===== src/rtl/banco_pkg.sv =====
// Shared definitions for the parametrised register bank: state encoding,
// default widths and the preload formula used by the init sweep.
package banco_pkg;

    localparam int DATA_W_DEF = 32;
    localparam int ADDR_W_DEF = 5;

    typedef enum logic {
        INIT  = 1'b0,
        READY = 1'b1
    } state_t;

    // Preload value of register i; callers truncate to their data width,
    // which gives the modulo 2**DATA_W behaviour for free.
    function automatic logic [63:0] preload_val(
        input int unsigned i,
        input int unsigned first = 5,
        input logic [63:0] base  = 64'd10,
        input logic [63:0] step  = 64'd5
    );
        if (i < first) begin
            return 64'd0;
        end
        return base + step * 64'(i - first);
    endfunction

endpackage


===== src/rtl/banco_init_seq.sv =====
// Post-reset sequencer: sweeps every register with its preload value, then
// hands the bank over to normal service and flags writes dropped meanwhile.
module banco_init_seq
    import banco_pkg::*;
#(
    parameter int          DATA_W        = DATA_W_DEF,
    parameter int          ADDR_W        = ADDR_W_DEF,
    parameter int unsigned PRELOAD_FIRST = 5,
    parameter int unsigned PRELOAD_BASE  = 10,
    parameter int unsigned PRELOAD_STEP  = 5
) (
    input  logic              clk,
    input  logic              rst,
    input  logic              rwen,
    output logic              init_we,
    output logic [ADDR_W-1:0] init_addr,
    output logic [DATA_W-1:0] init_data,
    output logic              ready,
    output logic              listo,
    output logic              wr_desc
);

    state_t            state_reg;
    logic [ADDR_W-1:0] cnt_reg;
    logic              listo_reg;
    logic              wr_desc_reg;

    always_ff @(posedge clk or posedge rst) begin
        if (rst) begin
            state_reg   <= INIT;
            cnt_reg     <= '0;
            listo_reg   <= 1'b0;
            wr_desc_reg <= 1'b0;
        end else begin
            case (state_reg)
                INIT: begin
                    // Any write requested while sweeping is lost; report it.
                    wr_desc_reg <= rwen;
                    cnt_reg     <= cnt_reg + 1'b1;
                    if (&cnt_reg) begin
                        state_reg <= READY;
                        listo_reg <= 1'b1;
                    end
                end
                READY: begin
                    wr_desc_reg <= 1'b0;
                    listo_reg   <= 1'b1;
                end
            endcase
        end
    end

    assign ready     = (state_reg == READY);
    assign init_we   = (state_reg == INIT);
    assign init_addr = cnt_reg;
    assign init_data = DATA_W'(preload_val(32'(cnt_reg), PRELOAD_FIRST,
                                           64'(PRELOAD_BASE), 64'(PRELOAD_STEP)));
    assign listo     = listo_reg;
    assign wr_desc   = wr_desc_reg;

endmodule


===== src/rtl/banco_registros_param.sv =====
// Multi-read, single-write register bank with same-cycle write bypass,
// optional hardwired-zero register 0 and a self-loading preload sweep.
module banco_registros_param
    import banco_pkg::*;
#(
    parameter int          DATA_W        = DATA_W_DEF,
    parameter int          ADDR_W        = ADDR_W_DEF,
    parameter int          NUM_RD        = 2,
    parameter bit          ZERO_REG      = 1'b1,
    parameter int unsigned PRELOAD_FIRST = 5,
    parameter int unsigned PRELOAD_BASE  = 10,
    parameter int unsigned PRELOAD_STEP  = 5
) (
    input  logic                     clk,
    input  logic                     rst,
    input  logic                     RWEN,
    input  logic [ADDR_W-1:0]        DirWrite,
    input  logic [DATA_W-1:0]        DatoNuevo,
    input  logic [NUM_RD*ADDR_W-1:0] DirLect,
    output logic [NUM_RD*DATA_W-1:0] DatoLect,
    output logic                     listo,
    output logic                     wr_desc
);

    localparam int DEPTH = 1 << ADDR_W;

    logic [DATA_W-1:0] mem [DEPTH];

    logic              init_we;
    logic [ADDR_W-1:0] init_addr;
    logic [DATA_W-1:0] init_data;
    logic              ready;

    logic              wr_en;
    logic [ADDR_W-1:0] wr_addr;
    logic [DATA_W-1:0] wr_data;
    logic              user_wr_ok;

    banco_init_seq #(
        .DATA_W        (DATA_W),
        .ADDR_W        (ADDR_W),
        .PRELOAD_FIRST (PRELOAD_FIRST),
        .PRELOAD_BASE  (PRELOAD_BASE),
        .PRELOAD_STEP  (PRELOAD_STEP)
    ) u_init_seq (
        .clk       (clk),
        .rst       (rst),
        .rwen      (RWEN),
        .init_we   (init_we),
        .init_addr (init_addr),
        .init_data (init_data),
        .ready     (ready),
        .listo     (listo),
        .wr_desc   (wr_desc)
    );

    // Writes to register 0 are swallowed when it is hardwired to zero.
    assign user_wr_ok = ready && RWEN && !(ZERO_REG && (DirWrite == '0));

    always_comb begin
        wr_en   = 1'b0;
        wr_addr = DirWrite;
        wr_data = DatoNuevo;
        if (init_we) begin
            wr_en   = 1'b1;
            wr_addr = init_addr;
            wr_data = init_data;
        end else if (user_wr_ok) begin
            wr_en   = 1'b1;
        end
    end

    // Array has no reset: the sweep rewrites every entry after reset.
    always_ff @(posedge clk) begin
        if (wr_en) begin
            mem[wr_addr] <= wr_data;
        end
    end

    generate
        for (genvar gi = 0; gi < NUM_RD; gi++) begin : g_rd
            logic [ADDR_W-1:0] rd_addr;
            logic [DATA_W-1:0] rd_data;

            assign rd_addr = DirLect[gi*ADDR_W +: ADDR_W];

            always_comb begin
                rd_data = mem[rd_addr];
                if (!ready) begin
                    rd_data = '0;
                end else if (ZERO_REG && (rd_addr == '0)) begin
                    rd_data = '0;
                end else if (RWEN && (rd_addr == DirWrite)) begin
                    rd_data = DatoNuevo;
                end
            end

            assign DatoLect[gi*DATA_W +: DATA_W] = rd_data;
        end
    endgenerate

endmodule


===== config.mk =====
export PLATFORM = sky130hd
export DESIGN_NAME = banco_registros_param
export DESIGN_NICKNAME = d
export VERILOG_FILES = /design/src/rtl/banco_pkg.sv /design/src/rtl/banco_init_seq.sv /design/src/rtl/banco_registros_param.sv
export SDC_FILE = /design/constraint.sdc
export NUM_CORES = 1
export LEC_CHECK = 0
export CORE_MARGIN = 3
export CORE_UTILIZATION = 50
export CTS_CLUSTER_DIAMETER = 30
export DETAILED_ROUTE_END_ITERATION = 8
export PLACE_DENSITY = 0.64
export SYNTH_ARGS = -nofsm -noshare
export SYNTH_HDL_FRONTEND = slang
export SYNTH_SLANG_ARGS = --single-unit

===== constraint.sdc =====
create_clock -name clk -period 7.3 [get_ports clk]
set_input_delay 1.825 -clock clk [delete_from_list [all_inputs] [get_ports clk]]
set_output_delay 1.825 -clock clk [all_outputs]
set_load 0.05 [all_outputs]

# --- After elaboration in Yosys (flattened, before gate mapping) ---
# Memories as Yosys holds them, arrays and structs flattened.
# Cells that the tools add are included.
# W data, S select, Z words.
classes:
  n_addsub: 3
  multipliers: 1
  magnitude_cmp: 1
  n_eq_ne: 3
  muxes: 20
  bitwise_logic: 1
  n_reduce_logical: 9
ops:
  columns: ["cell", "count"]
  rows:
  - ["$mux W32", 9]
  - ["$mul A3 B64 Y32 const A", 1]
  - ["$add A4 B32 Y32 const A", 1]
  - ["$logic_not A5 Y1", 3]
  - ["$eq A5 B5 Y1", 2]
  - ["$mux W1", 8]
  - ["$sub A5 B3 Y6 const B", 1]
  - ["$add A5 B1 Y5 const B", 1]
  - ["$lt A5 B3 Y1 const B", 1]
  - ["$mux W5", 1]
  - ["$reduce_and A5 Y1", 1]
  - ["$logic_and A1 B1 Y1", 4]
  - ["$pmux W1 S2", 2]
  - ["$ne A2 B1 Y1 const B", 1]
  - ["$logic_not A1 Y1", 1]
  - ["$not A1 Y1", 1]
totals:
  ff_bits: 8
  mem_bits_rw: 1024
  input_bits: 50
  out_inout_bits: 66
  wordCells: 43
  n_memories: 1
mem_list:
  columns: ["name", "depth", "word_bits", "rd", "rd_clocked_by_memory_dff", "wr", "line_no", "text"]
  rows:
  - ["mem", 32, 32, 2, 0, 1, "banco_registros_param.sv:27", "logic [DATA_W-1:0] mem [DEPTH];"]

# --- Depth between registers and ports, before layout ---
logic_depth:
  ltp_word: 7
  depth_mapped: 15
  mapped_depth_nobuf: 15

# --- Modules after synthesis ---
# From an unflattened synthesis, not the netlist that was laid out.
hier_totals:
  hier_cells: 2699
  hier_area_um2: 49160.9
by_module_without_submodules:
  columns: ["module", "n_inst", "cells_each", "area_each_um2"]
  rows:
  - ["banco_registros_param", 1, 2570, 48058.6]
  - ["banco_init_seq", 1, 129, 1102.3]

# --- Worst setup path before layout ---
# Ideal clock, no wire load.
synth_timing:
  path_kind: "input to output"
  start: "input port DirLect[1]"
  end: "output port DatoLect[24]"
  arrival_time_ns: 3.524
  path_slack_ns: 1.951
  stages: 7
  path_cell_list: "buf_6 buf_2 clkbuf_1 mux4_2 a22oi_1 a21oi_1 a221o_1"
synth_via:
  elab_chain_len: 5
  elab_cells_between_ends: 7
  cone_classes: "eq/ne (1); mux (3); reduce/logical (2); memory (1)"
synth_lines:
  columns: ["item", "line_no", "text"]
  rows:
  - ["start, declared", "banco_registros_param.sv:19", "input logic [NUM_RD*ADDR_W-1:0] DirLect,"]
  - ["branches (longest 3 deep; another with $mem_v2 Z32 W32)", null, null]
  - ["$mux W32 *", "banco_registros_param.sv:91", "end else if (ZERO_REG && (rd_addr == '0)) begin"]
  - ["$mux W32 *", "banco_registros_param.sv:89", "if (!ready) begin"]
  - ["end, declared", "banco_registros_param.sv:20", "output logic [NUM_RD*DATA_W-1:0] DatoLect,"]
# Mark *: on every way between the ends.

# --- Final worst setup path ---
layout_timing:
  start: "input port DirWrite[2]"
  end: "output port DatoLect[62]"
layout_via:
  elab_chain_len: 5
layout_lines:
  columns: ["item", "line_no", "text"]
  rows:
  - ["start, declared", "banco_registros_param.sv:17", "input logic [ADDR_W-1:0] DirWrite,"]
  - ["$eq A5 B5 Y1", "banco_registros_param.sv:93", "end else if (RWEN && (rd_addr == DirWrite)) begin"]
  - ["$logic_and A1 B1 Y1", "banco_registros_param.sv:93", null]
  - ["$mux W32", "banco_registros_param.sv:93", null]
  - ["$mux W32", "banco_registros_param.sv:91", null]
  - ["$mux W32", "banco_registros_param.sv:89", null]
# Every way passes these cells.

==> summary.md <==
| Metric | Value |
|---|---|
| Fin crit period | `6920 ps` |
| Die ar. | `102900 µm²` |
| Drt first pass iters | `5` |
| Worst-path clk slew | `50 ps` |
| Max Cap Viol | `0` |
| CP Cell Sequence | `clkdlybuf4s50_1 -> xnor2_1 -> and2_1 -> a21oi_4 -> o21ai_0 -> o2111a_1 -> buf_4` |
| Initial Util | `50.84%` |
| Fill cells | `6997` |
| Post-CTS sizing | `0` |
| CP arrival | `5090 ps` |
| Worst stage delay on the critical path | `880 ps` |
| DR iter-0 viols | `4184` |
| Root Buffer | `clkbuf_16` |
| DRC | `0` |
| Hold Slack | `466.0 ps` |
| Final worst-path cycle share | `94.79%` |
| Power share of the clock group | `53.8%` |
| Hold buffer count at CTS | `0` |
| Async set-reset flop share out of synthesis | `0.7752%` |
| EDFF count, synth | `1024` |
| WL final | `164.1 mm` |
| Final setup fails | `0` |
| Core Rows | `114` |
| WL/cell | `37.39 µm` |
| Via count | `31.36k` |
| Final TNS setup | `0 ps` |
| Clock sink count | `1032` |
| Initial antenna violation count | `2` |
| Worst-Margin Slew | `1334 ps` |
| Buf/Inv on CP | `2` |
| Worst min path class | `reg2reg` |
| Nets | `3002` |
| Top reg by flops | `mem` |
| CP max-delay cell | `a21oi_4` |
| Switching portion of total power | `24.20%` |
| H-tree Lvls | `4` |
| # Post-CTS Setup Buffers | `0` |
| Distinct cells, synth | `57` |
| CTS tree | `built` |
| Post-synthesis cell area | `49530 µm²` |
| Power per Cell Area | `292.1 nW/µm²` |
| Synthesized area per cell | `18.27 µm²` |
| Vias in the first global route | `32.06k` |
| Slew Limit Fails | `0` |
| Synth Warn # | `0` |
| Insertion delay of the later-clocked pin in the worst-skew pair | `780 ps` |
| GRT Total Usage | `32.07%` |
| Ranking of synthesized cells by area | `edfxtp_1 62%, mux4_2 18%, mux2i_1 5.1%` |
| P&R area growth vs syn | `19.96%` |
| Int Pwr | `13.15 mW` |
| Register area share after synthesis | `62.49%` |
| Sequential share of power | `37.8%` |
| Final Hold Fails | `0` |
| Achievable Freq | `144.5 MHz` |
| Inserted Clock Buffers | `206` |
| Grt total ovfl | `0` |
| Max FFs per register | `1024` |
| Crit Path Category | `in2out` |
| Die Ht | `320.7 µm` |
| NetSw | `4.199 mW` |
| Worst clock skew | `15.39 ps` |
| Port Buffers | `115` |
| Die Wd | `320.7 µm` |
| Largest area contributor in the netlist | `edfxtp_1` |
| Global-route wire length before repair | `234.0 mm` |
| CP Capture Type | `primary output` |
| Family with the most delay on the worst path | `compound AO/OA/AOI/OAI gates` |
| Detailed placement HPWL | `100.1 mm` |
| Commonest non-fill, non-tap cells in the layout | `1024 x edfxtp_1, 388 x mux4_2, 254 x mux2i_1` |
| Core ar. | `97420 µm²` |
| Static Leak | `19.88 nW` |
| Vias per inst | `7.147` |
| Largest net degree at the start of global routing | `69` |
| Ys flop type | `edfxtp_1` |
| Total Power | `17.35 mW` |
| Inst Count DP | `3996` |
| Syn nets | `2785` |
| Count of antenna-violating nets left after detailed routing | `0` |
| Clock Tree Buf Depth | `3` |
| Gpl congestion | `0.9398` |
| Combinational Power Share | `8.3%` |
| Flop and latch count out of synthesis | `1032` |
| VDD IR-drop max | `0.2299 mV` |
| Layout Cells excl Fill | `4388` |
| Most common cell after layout, fill and taps aside | `edfxtp_1` |
| Critical Path RT | `5480 ps` |
| Post-Syn Instances | `2711` |
| Num ports | `116` |
| Yosys top cell area share | `62.08%` |
| Crit path launch type | `input port` |
| RSZ-0062 raised after global routing | `false` |
| Rel. slew slack | `10.83%` |
| Max FO, Critical Path | `32` |
| Status | `completed` |
| Layout cells sized above 1 | `33.50%` |
[power by group through the flow]
stage	Sequential (mW)	Combinational (mW)	Clock [mW]
after global routing	6.56	1.49	9.74
after CTS	6.56	1.43	9.41
after global placement	6.67	1.41	0
after floorplan	6.67	0.913	0
final	6.56	1.45	9.34
after detailed placement	6.67	1.42	0
[cell usage after synthesis, types with 19 or more instances]
library cell	n
a22oi_1	95
o21ai_1	30
o21ai_0	60
mux4_2	388
a21boi_1	31
mux2i_1	254
o2111a_1	32
clkbuf_1	95
a221oi_2	60
buf_2	60
o21bai_1	31
a221oi_1	33
o22ai_1	65
a221o_1	31
nor2_1	42
edfxtp_1	1024
nand2_1	36
ha_1	22
nand3_1	42
a21oi_1	67
buf_6	27
o22a_1	30
buf_1	19
buf_4	19
[final timing paths]
kind / to / depth (start not counted) / startpoint / slack [ps]
worst max register to register: mem[10][11] / 16 / u_init_seq.init_addr[0] / 1890
worst min register to register: u_init_seq.listo / 1 / u_init_seq.listo / 470
max in group asynchronous: u_init_seq.ready / 2 / rst / 5690
worst min-delay path: u_init_seq.listo / 1 / u_init_seq.listo / 470
worst max-delay path: DatoLect[62] / 7 / DirWrite[2] / 380
min in group asynchronous: u_init_seq.listo / 2 / rst / 1310
[worst reg2reg max path: stages, from the launching register on]
cell	delay (ps)
dfrtp_1	510
inv_1	150
ha_1	240
nand2b_1	210
nor2b_1	170
xor2_1	280
ha_1	300
ha_1	280
ha_1	320
and3b_1	200
o21a_1	210
o21ai_0	300
a21oi_1	130
buf_4	210
o21ai_0	190
ha_1	320
o21ai_2	980
[layer usage]
layer | up-vias | track usage (%) | wire, µm
met2 | 2226 | 47.81 | 73940
met5 | - | 0 | 0
met3 | 443 | 9.086 | 19730
met4 | 0 | 14.96 | 8032
li1 | 12270 | - | -
met1 | 16420 | 44.09 | 62380
[kinds of logic after synthesis]
logic type | Yosys count | synth area share, %
AOI/OAI and AO/OA | 594 | 9.561
and+or+nand+nor | 157 | 1.516
buffers and inverters | 242 | 2.663
DFF | 1032 | 62.49
adders and majority gates | 24 | 0.6366
muxes | 644 | 22.82
xor gates and xnor gates | 18 | 0.3183
[through the flow]
step / setup slack [ps] / utilization [%] / instance area (µm²)
6_report: 380.5 / 60.99 / 59420
2_1_floorplan: 1951 / - / 49530
3_5_place_dp: 591.2 / 53.81 / 52420
3_3_place_gp: 604.6 / 53.81 / 52420
5_1_grt: 345.4 / 60.98 / 59410
4_1_cts: 582.8 / 60.98 / 59410
[layout make-up]
cell class | count | area (µm²) | share of cell area (%)
Antenna cell | 2 | 5.005 | 0.008423
Clock buffer | 229 | 5326 | 8.965
Clock inverter | 161 | 1663 | 2.799
Inverter | 17 | 66.31 | 0.1116
Multi-Input combinational cell | 1437 | 17600 | 29.62
Sequential cell | 1032 | 30950 | 52.09
Tap cell | 1276 | 1597 | 2.687
Timing Repair Buffer | 234 | 2210 | 3.719
(Power assumes the default switching activity.)
